[config.mk]
export PLATFORM = sky130hd
export DESIGN_NAME = countdown_timer
export DESIGN_NICKNAME = d
export VERILOG_FILES = /design/src/rtl/countdown_timer.sv
export SDC_FILE = /design/constraint.sdc
export NUM_CORES = 1
export LEC_CHECK = 0
export CAP_MARGIN = 40
export CORE_MARGIN = 2
export CORE_UTILIZATION = 36
export CTS_CLUSTER_SIZE = 10
export DETAILED_ROUTE_END_ITERATION = 6
export PLACE_DENSITY = 0.73
export REMOVE_ABC_BUFFERS = 1
export SLEW_MARGIN = 20
export SYNTH_ARGS = -nofsm -noshare
export SYNTH_HDL_FRONTEND = slang
export SYNTH_SLANG_ARGS = --single-unit
[constraint.sdc]
create_clock -name clk -period 1.7 [get_ports clk]
set_input_delay 0.34 -clock clk [delete_from_list [all_inputs] [get_ports clk]]
set_output_delay 0.34 -clock clk [all_outputs]
set_load 0.01 [all_outputs]
[src/rtl/countdown_timer.sv]
// rtl/countdown_timer.sv - loadable down-counter with IDLE/RUN/DONE control and optional auto-reload
module countdown_timer #(
    parameter int WIDTH       = 4,
    parameter int AUTO_RELOAD = 0
) (
    input  logic             clk,
    input  logic             rst,
    input  logic             start,
    input  logic [WIDTH-1:0] load_val,
    input  logic             tick_en,
    input  logic             abort,
    output logic [WIDTH-1:0] count,
    output logic             busy,
    output logic             done
);

    localparam logic [1:0] ST_IDLE = 2'd0;
    localparam logic [1:0] ST_RUN  = 2'd1;
    localparam logic [1:0] ST_DONE = 2'd2;

    localparam logic [WIDTH:0] ONE_W = (WIDTH + 1)'(1);

    logic [1:0]       state_q,  state_d;
    logic [WIDTH-1:0] count_q,  count_d;
    logic [WIDTH-1:0] reload_q, reload_d;

    logic [WIDTH:0]   sub_w;
    logic [WIDTH-1:0] dec_w;
    logic             borrow;

    // Borrow-out is only set when count_q is 0, which RUN never holds.
    assign sub_w  = {1'b0, count_q} - ONE_W;
    assign dec_w  = sub_w[WIDTH-1:0];
    assign borrow = sub_w[WIDTH];

    always_comb begin
        state_d  = state_q;
        count_d  = count_q;
        reload_d = reload_q;
        case (state_q)
            ST_IDLE: begin
                if (start && !abort) begin
                    count_d  = load_val;
                    reload_d = load_val;
                    state_d  = (load_val != '0) ? ST_RUN : ST_DONE;
                end
            end
            ST_RUN: begin
                if (abort) begin
                    state_d = ST_IDLE;
                end else if (tick_en && !borrow) begin
                    count_d = dec_w;
                    if (dec_w == '0) begin
                        state_d = ST_DONE;
                    end
                end
            end
            ST_DONE: begin
                if (!abort && (AUTO_RELOAD != 0) && (reload_q != '0)) begin
                    count_d = reload_q;
                    state_d = ST_RUN;
                end else begin
                    state_d = ST_IDLE;
                end
            end
            default: begin
                state_d = ST_IDLE;
                count_d = '0;
            end
        endcase
    end

    always_ff @(posedge clk or posedge rst) begin
        if (rst) begin
            state_q  <= ST_IDLE;
            count_q  <= '0;
            reload_q <= '0;
        end else begin
            state_q  <= state_d;
            count_q  <= count_d;
            reload_q <= reload_d;
        end
    end

    assign count = count_q;
    assign busy  = (state_q == ST_RUN);
    assign done  = (state_q == ST_DONE);

endmodule

# Word-level counts from Yosys, hierarchy flattened
# Cells that the tools add are included.
# classes
addsub,1
mul,0
div_mod_pow,0
n_lt_le_gt_ge,0
n_eq_ne,7
shift,0
n_mux,10
bitwise_logic,1
reduce_logical,9
# op_table
cell,n
2-to-1 mux 4 bit,3
case mux 4 bit (3 select lines),1
2-to-1 mux 2 bit,5
!= test 3 x 2 -> 1 bit (second input constant),2
subtractor 4 x 1 -> 5 bit (second input constant),1
logical NOT 4 bit,1
!= test 2 bit (second input constant),2
case mux 2 bit (2 select lines),1
AND reduction 4 bit,1
nonzero test 4 bit,1
AND reduction 3 bit,1
equality test 2 x 1 -> 1 bit (second input constant),1
equality test 2 bit (second input constant),1
logical AND 1 bit,2
logical NOT 1 bit,2
logical NOT 2 bit,1
!= test 2 x 1 -> 1 bit (second input constant),1
NOT 1 bit,1
# word_totals
ff_bits,6
latch_bits,0
ram_bits,0
rom_bits,0
inputBits,9
output_inout_bits,6
elab_cells,30
memories,0

# Depth between registers and ports, before layout
# Gate-level depths: netlist of run 1.
# depth
ltp_word,6
depth_mapped,6
mapped_depth_nobuf,6

# Least setup slack after synthesis of run 1
# Ideal clock, no wire load.
# synth_timing
path_type,reg2reg
from,"register count_q[0], in the netlist count[0]"
to,register state_q[1]
setup_ps,68
arrival_time_ps,1482
t_required_ps,1632
slack_ps,150
stages_incl_launch_ff,6
path_buffers,0
synth_period_minus_slack_ps,1550
path_cell_list,dfrtp_1 > inv_1 > ha_1 > o41ai_1 > o2111a_1 > a32o_1
# synth_via
elab_chain_cells,5
elab_cells_between_ends,7
cone_classes,add/sub (1); eq/ne (2); reduce/logical (4)
# synth_lines
element,line,rtl
"start, declared",24,"logic [WIDTH-1:0] count_q, count_d;"
"start signal, assigned",80,count_q <= count_d;
subtractor 4 x 1 -> 5 bit (*),32,"assign sub_w = {1'b0, count_q} - ONE_W;"
logical NOT 1 bit,51,end else if (tick_en && !borrow) begin
logical AND 1 bit,51,
!= test 3 x 2 -> 1 bit (no line),-,
AND reduction 3 bit (no line) (*),-,
"end signal, assigned",79,state_q <= state_d;
"end, declared",23,"logic [1:0] state_q, state_d;"
# Mark *: on every way between the ends. The rest lies on a longest branch, timed or not.
# A chain may end at the register's enable or synchronous reset.

# Final worst setup path of run 1
# layout_timing
from,"register count_q[2], in the netlist count[2]"
to,output count[2]
# layout_rtl
element,line,rtl
"end, declared",12,"output logic [WIDTH-1:0] count,"
# No word-level cell between the ends.

==> impl_metrics.yaml, run 1 <==
placed_design:
  place_inst: 89
  gp_congestion: 0.8428
  port_buffers: 14
  post-dp-hpwl_um: 929.8
run:
  cap_viol_max_count: 0
power_and_ir_drop:
  p_total_uw: 870.8
  leakage_nw: 0.3065
  peakVddDrop_uv: 755.6
  power_density_mw_per_mm2: 1208
global_route:
  grt_pass1_wl_um: 1814
  grt_pass1_vias: 416
  gr-total-overflow: 0
  grt.total_usage_pct: 17.29
  use_met3_pct: 3.261
  grt_start_max_net_pins: 10
  use_met1_pct: 23.92
  antenna_found_initial: 0
  use_met2_pct: 24.61
  gr-max-usage-layer: "met2"
yosys:
  syn-instance-count: 54
  synth_top_flop_cell: "dfrtp_1"
  yosysWarnings: 0
  synth_area_um2: 494.2
  synth_edf_count: 0
  synth-seq-area-share_pct: 30.38
  yosys_register_bits: 6
  synth.distinct_cells: 29
  avgSynthCellArea_um2: 9.152
  async_flop_share_pct: 100.0
floorplan:
  placementRows: 13
  fp.dieW_um: 41.05
  core_area_mm2: 0.001285
  fp.dieArea_mm2: 0.001685
  die_height_um: 41.05
  io_pins: 15
  start_util_pct: 38.46
detailed_routing:
  wl_um: 1132
  ant_nets: 0
  vias: 474
  first_pass_iters: 4
  routed_via_density: 5.152
  wl_per_cell_um: 12.30
  dr.first_iter.drc_count: 8
  drc: 0
clocking:
  h-tree-depth: 1
  clk_path_buf_depth: 2
  clk_pin_slew_ns: 0.04
  cts_tree: "yes"
  clkSinkCount: 6
  cts_buffers: 3
  cts-root-buf: "clkbuf_4"
  clk_latency_ns: 0.23
critical_path:
  slowest_stage: "clkdlybuf4s50_1"
  path_class: "reg -> out"
  worstSetupEndpoint: "count[2]"
  crit_buf_inv: 1
  path_delay_family: "buffers and inverters"
  r2r_end: "count[2]$_DFFE_PP0P_"
  cpPeakStageDelay_ns: 0.59
  worstSetupStartpointType: "flip-flop"
  cp_cell_sequence: "clkdlybuf4s50_1"
  required_ns: 1.36
  r2r_slack_ns: 0.15
  endpoint_kind: "output port"
  crit_start: "count[2]$_DFFE_PP0P_"
  cp.arrival_ns: 1.30
  r2r-start: "count[1]$_DFFE_PP0P_"
  r2r_cells: 6
  worstPathMaxFanout: 9
  crit_cells: 1
sta:
  tightest_slew_ns: 0.4074
  hold_viol: 0
  rsz0062_at_grt: "false"
  final-max-slew-violation-count: 0
  setup_violations: 0
  fin_skew_ns: 0.001130
  max_slew_margin_pct: 72.59
  fmax_mhz: 610.3
  period_minus_slack_ns: 1.639
  period_share_pct: 96.39
finish:
  final_common_cell: "clkdlybuf4s50_1"
  final_cells: 92
  diodes: 0
  nFillCells: 120
  nets: 90
  area_growth_pct: 45.82
  final_layout_size_suffix_gt1_share_pct: 20.78
  final_cell_mix: "13 x clkdlybuf4s50_1, 8 x buf_4, 6 x o21ai_0, 6 x dfrtp_1, 4 x nor2_1"
min_path:
  hp-class: "in -> async"
run_status:
  status: "finished, final reports clean"
==> synth_stat cells, drive strengths merged (2+ instances only) <==
master  instances  area share, %
buf             2            3.3
dfrtp           6             30
ha              2            5.1
inv             3            2.3
nand2           3            2.3
nand2b          3            3.8
nand3b          2            3.0
nor2            4            3.0
nor2b           3            3.8
nor3            2            2.0
o21ai           7            7.1
o22ai           2            2.5
==> through the flow <==
stage / instance area [um^2] / TNS, ns / util (%) / worst slack, ns / hold slack [ns]
finish: 720.7 / 0 / 56.09 / 0.06136 / 0.3064
global route: 720.7 / 0 / 56.09 / 0.005302 / 0.3503
CTS: 720.7 / 0 / 56.09 / 0.05005 / 0.3024
detailed placement: 696.9 / -0.08278 / 54.24 / -0.07772 / 0.5596
global placement: 696.9 / -0.002957 / 54.24 / -0.002957 / 0.5564
floorplan: 478.0 / 0 / - / 0.1502 / 0.1310
==> how the worst min path moves through the flow <==
| stage | start | to | slack, ns | cells after the start |
|---|---|---|---|---|
| CTS | rst | count[0]$_DFFE_PP0P_ | 0.30 | 2 |
| global placement | rst | count[0]$_DFFE_PP0P_ | 0.56 | 2 |
| global route | rst | count[1]$_DFFE_PP0P_ | 0.35 | 2 |
| detailed placement | rst | count[0]$_DFFE_PP0P_ | 0.56 | 2 |
| floorplan | rst | count[0]$_DFFE_PP0P_ | 0.13 | 1 |
| finish | rst | count[1]$_DFFE_PP0P_ | 0.31 | 2 |
==> final cells by class <==
class | count | area [um^2] | area share [%]
inverter | 3 | 11.26 | 1.563
sequential | 6 | 150.1 | 20.83
tap | 15 | 18.77 | 2.604
timing repair buffer | 22 | 198.9 | 27.60
multi-input combinational | 43 | 319.1 | 44.27
clock buffer | 3 | 22.52 | 3.125
==> kinds of logic (layout without fill, tap and decap cells) <==
logic type / Yosys count / after routing / synth area share [%]
AO/OA/AOI/OAI: 21 / 21 / 32.91
adder cells (fa/ha/maj): 2 / 2 / 5.062
buffers and inverters: 5 / 28 / 5.568
flip-flops: 6 / 6 / 30.38
multiplexers: 1 / 1 / 2.025
AND/OR/NAND/NOR: 19 / 19 / 24.05
==> registers in the layout, summed over array words and instances (netlist names) <==
register / count
count: 4
state_q: 2
==> per-layer routing <==
| metal | share of wire, % | vias up | routed length [um] |
|---|---|---|---|
| li1 | - | 249 | - |
| met1 | 48 | 206 | 538 |
| met2 | 48 | 19 | 543 |
| met3 | 4.4 | 0 | 50 |
| met4 | 0 | 0 | 0 |
| met5 | 0 | - | 0 |
==> power by group <==
part | total, mW | internal [mW] | switching (mW)
clock network | 0.122 | 0.0792 | 0.0425
logic | 0.503 | 0.279 | 0.224
registers | 0.246 | 0.188 | 0.0579
total | 0.871 | 0.546 | 0.325
==> what timing repair did <==
item,4_1_cts,5_1_grt
setup endpoints to repair,1,0
hold buffers,0,0
setup buffers,0,0
gates resized for setup,2,0
Note: power is estimated with default switching activity, not from simulation.
==> inputs of run 2 (changes only) <==
- CORE_AREA: unset -> 2 2 39 41
- CORE_MARGIN: 2 -> unset
- CORE_UTILIZATION: 36 -> unset
- DIE_AREA: unset -> 0 0 41 43
- PLACE_DENSITY: 0.73 -> 0.75
==> impl_metrics.yaml, run 2 (synthesized netlist as in run 1, its figures left out) <==
floorplan:
  die_height_um: 43
  start_util_pct: 35.71
  fp.dieArea_mm2: 0.001763
  core_area_mm2: 0.001384
  placementRows: 14
  fp.dieW_um: 41
  io_pins: 15
sta:
  tightest_slew_ns: 0.3434
  rsz0062_at_grt: "false"
  holdWs_ns: 0.3047
  setup_violations: 0
  final-max-slew-violation-count: 0
  fmax_mhz: 625.2
  worst_slack_ns: 0.1006
  hold_viol: 0
  period_minus_slack_ns: 1.599
  period_share_pct: 94.08
  max_slew_margin_pct: 76.90
  fin_skew_ns: 0.002303
critical_path:
  path_class: "reg -> out"
  r2r_slack_ns: 0.16
  crit_buf_inv: 1
  required_ns: 1.36
  r2r_cells: 5
  slowest_stage: "clkdlybuf4s50_1"
  r2r_end: "state_q[1]$_DFFE_PP0P_"
  cp_cell_sequence: "clkdlybuf4s50_1"
  path_delay_family: "buffers and inverters"
  crit_cells: 1
  cpPeakStageDelay_ns: 0.57
  worstPathMaxFanout: 7
  r2r-start: "count[0]$_DFFE_PP0P_"
  crit_start: "count[3]$_DFFE_PP0P_"
  worstSetupEndpoint: "count[3]"
  worstSetupStartpointType: "flip-flop"
  cp.arrival_ns: 1.26
  endpoint_kind: "output port"
global_route:
  grt_pass1_vias: 479
  gr-total-overflow: 0
  grt.total_usage_pct: 15.40
  grt_pass1_wl_um: 1876
  antenna_found_initial: 0
  grt_start_max_net_pins: 12
finish:
  diodes: 0
  final_layout_size_suffix_gt1_share_pct: 19.74
  largest_reg_flops: 4
  nets: 89
  final_cell_mix: "13 x clkdlybuf4s50_1, 7 x buf_4, 6 x o21ai_0, 5 x dfrtp_1, 4 x nor2_1"
  final_common_cell: "clkdlybuf4s50_1"
  nFillCells: 132
  area_growth_pct: 44.30
detailed_routing:
  ant_nets: 0
  first_pass_iters: 4
  wl_per_cell_um: 12.25
  drc: 0
  vias: 496
  wl_um: 1127
  dr.first_iter.drc_count: 11
  routed_via_density: 5.391
clocking:
  clk_pin_slew_ns: 0.04
  cts_buffers: 3
  cts_post_setup_buffers_inserted: 0
  cts-root-buf: "clkbuf_4"
  clk_latency_ns: 0.24
  clk_path_buf_depth: 2
  cts_tree: "yes"
  clkSinkCount: 6
  h-tree-depth: 1
  hold_buffers: 0
run:
  cap_viol_max_count: 0
power_and_ir_drop:
  peakVddDrop_uv: 893.0
  power_density_mw_per_mm2: 1228
  leakage_nw: 0.2995
run_status:
  status: "finished, final reports clean"
placed_design:
  gp_congestion: 0.7481
  port_buffers: 14
  pre_cts_ws_ns: -0.08900
  post-dp-hpwl_um: 956.8
min_path:
  hp-class: "in -> async"
run 2: changes by cell type in the layout (fill, tap and decap cells not counted):
cell / delta
nor2b_1: +1
dfrtp_2: +1
buf_4: -1
nor2b_2: -1
dfrtp_1: -1
run 2: final cells by class:
type | count | area [um^2] | area share [%]
timing repair buffer | 21 | 191.4 | 26.84
multi-input combinational | 43 | 316.6 | 44.39
inverter | 3 | 11.26 | 1.579
clock buffer | 3 | 22.52 | 3.158
sequential | 6 | 151.4 | 21.23
tap | 16 | 20.02 | 2.807
run 2: report_power, final:
part / internal (mW) / total, mW / switching [mW] / leakage (nW)
logic: 0.276 / 0.505 / 0.229 / 0.213
clock network: 0.0793 / 0.123 / 0.0437 / 0.0138
registers: 0.191 / 0.248 / 0.0567 / 0.0728
run 2: timing repair:
| action | CTS | global route |
|---|---|---|
| endpoints found under the setup margin | 1 | 1 |
| resized for setup | 1 | 1 |
| gates cloned | 0 | 0 |
run 2: layer usage:
layer,share of wire [%],global-route usage (%),vias to the layer above
li1,-,-,249
met1,44,20.20,223
met2,48,22.81,22
met3,6.4,2.094,2
met4,1.2,9.333,0
met5,0,0,-
run 2: worst min-delay path by stage:
stage                     startpoint                endpoint  slack (ns)  depth (start not counted)
after floorplan                  rst    count[0]$_DFFE_PP0P_        0.13                          1
after global placement           rst    count[3]$_DFFE_PP0P_        0.56                          2
after detailed placement         rst    count[0]$_DFFE_PP0P_        0.56                          2
after CTS                        rst    count[2]$_DFFE_PP0P_        0.31                          2
after global routing             rst  state_q[1]$_DFFE_PP0P_        0.35                          2
final                            rst    count[0]$_DFFE_PP0P_        0.30                          2
run 2: metrics by stage:
step / TNS (ns) / power, mW / instance area (um^2) / cells / utilization [%]
after floorplan: 0 / 0.5239 / 478.0 / 52 / -
after global placement: 0 / 0.7398 / 690.7 / 89 / 49.91
after detailed placement: -0.1538 / 0.7593 / 690.7 / 89 / 49.91
after CTS: 0 / 0.8852 / 711.9 / 92 / 51.45
after global routing: 0 / 0.9525 / 713.2 / 92 / 51.54
final: 0 / 0.8760 / 713.2 / 92 / 51.54
==> inputs of run 3 (changes only) <==
- DONT_BUFFER_PORTS: unset -> 1
- PLACE_DENSITY: 0.75 -> 0.6
==> impl_metrics.yaml, run 3 (synthesized netlist as in run 1, its figures left out) <==
detailed_routing:
  highest_layer: "met4"
  first_pass_iters: 3
  wl_um: 1058
  ant_nets: 0
  dr.first_iter.drc_count: 3
  dr_wl_met3_um: 60
  wl_met1_um: 479
  routed_via_density: 5.753
  drc: 0
  wl_per_cell_um: 13.74
  wl_met2_um: 512
  vias: 443
placed_design:
  place_inst: 73
  pre_cts_ws_ns: 0.1821
  gp_congestion: 0.8232
  placed_cell_area_um2: 535.5
  post-dp-hpwl_um: 839.5
  port_buffers: 0
finish:
  final_layout_size_suffix_gt1_share_pct: 19.67
  final_cell_mix: "6 x o21ai_0, 6 x dfrtp_1, 5 x buf_4, 4 x nor2_1"
  multi_input_area_um2: 316.6
  fin_area_um2: 568.0
  seq_area_um2: 150.1
  largest_reg_flops: 4
  diodes: 0
  nFillCells: 151
  final_cells: 77
  area_growth_pct: 14.94
  nets: 74
floorplan:
  core_area_mm2: 0.001384
  start_util_pct: 35.71
  io_pins: 15
  placementRows: 14
  fp.dieArea_mm2: 0.001763
  die_height_um: 43
  fp.dieW_um: 41
clocking:
  cts-root-buf: "clkbuf_4"
  cts_tree: "yes"
  clk_path_buf_depth: 2
  clk_pin_slew_ns: 0.04
  cts_resized: 0
  h-tree-depth: 1
  cts_buffers: 3
  cts_post_setup_buffers_inserted: 0
  clk_latency_ns: 0.24
  clkSinkCount: 6
sta:
  setup-tns-final_ns: 0
  worst_slack_ns: 0.1632
  hold_viol: 0
  period_minus_slack_ns: 1.537
  fin_skew_ns: 0.001803
  fmax_mhz: 650.7
  rsz0062_at_grt: "false"
  period_share_pct: 90.40
  setup_violations: 0
  max_slew_margin_pct: 77.29
  tightest_slew_ns: 0.3376
  final-max-slew-violation-count: 0
global_route:
  gr-total-overflow: 0
  antenna_found_initial: 0
  grt_pass1_vias: 394
  grt_pass1_wl_um: 1490
  grt_start_max_net_pins: 10
  grt.total_usage_pct: 12.74
critical_path:
  worstPathMaxFanout: 6
  worstSetupStartpointType: "flip-flop"
  endpoint_kind: "flip-flop"
  path_class: "reg -> reg"
  required_ns: 1.87
  cp.arrival_ns: 1.71
power_and_ir_drop:
  p_total_uw: 768.2
  power_frac_seq_pct: 32.3
  combPwrFrac_pct: 51.7
  switching_share_pct: 39.72
  pwr-share-clk_pct: 16.0
  power_density_mw_per_mm2: 1352
  internal_power_uw: 463.1
  peakVddDrop_uv: 571.3
  power_switching_uw: 305.1
  leakage_nw: 0.2377
run:
  cap_viol_max_count: 0
min_path:
  hp-class: "in -> reg"
run_status:
  status: "finished, final reports clean"
-- run 3: per-stage QoR --
step / util [%] / hold slack, ns
after floorplan: - / 0.1310
after global placement: 38.70 / 0.1602
after detailed placement: 38.70 / 0.1641
after CTS: 41.05 / 0.2999
after global routing: 41.05 / 0.3328
final: 41.05 / 0.3100
-- run 3: final timing paths --
kind / start / to / slack, ns / cells after the start
min in group asynchronous: rst / count[2]$_DFFE_PP0P_ / 0.46 / 2
worst max-delay path: count[0]$_DFFE_PP0P_ / state_q[1]$_DFFE_PP0P_ / 0.16 / 5
worst min-delay path: start / state_q[0]$_DFFE_PP0P_ / 0.31 / 2
worst min register to register: count[1]$_DFFE_PP0P_ / count[1]$_DFFE_PP0P_ / 0.60 / 2
max in group asynchronous: rst / count[3]$_DFFE_PP0P_ / 1.05 / 2
worst max register to register: count[0]$_DFFE_PP0P_ / state_q[1]$_DFFE_PP0P_ / 0.16 / 5
-- run 3: routing by layer --
metal	vias to the layer above	GRT usage, %
met5	-	0
met4	0	4.000
met3	2	6.806
met2	9	19.38
met1	211	14.80
li1	221	-
-- run 3: final cells by class --
cell class / count / area share [%]
Sequential cell: 6 / 26.43
Inverter: 3 / 1.982
Timing Repair Buffer: 6 / 8.370
Tap cell: 16 / 3.524
Clock buffer: 3 / 3.965
Multi-Input combinational cell: 43 / 55.73
-- run 3: power by group through the flow --
| stage | sequential (mW) | combinational, mW | clock, mW |
|---|---|---|---|
| floorplan | 0.283 | 0.241 | 0 |
| global placement | 0.247 | 0.393 | 0 |
| detailed placement | 0.249 | 0.396 | 0 |
| CTS | 0.248 | 0.401 | 0.130 |
| global route | 0.254 | 0.442 | 0.139 |
| finish | 0.248 | 0.397 | 0.123 |
-- run 3: critical path: stages (launching register included) --
cell,delay (ns)
dfrtp_1,0.34
inv_1,0.07
ha_1,0.27
o41ai_1,0.33
o2111a_1,0.28
a32o_1,0.17
-- run 3: timing repair --
action                                  in CTS  in global routing
hold buffers                                 1                  0
endpoints found under the setup margin       0                  0
endpoints found under the hold margin        6                  0
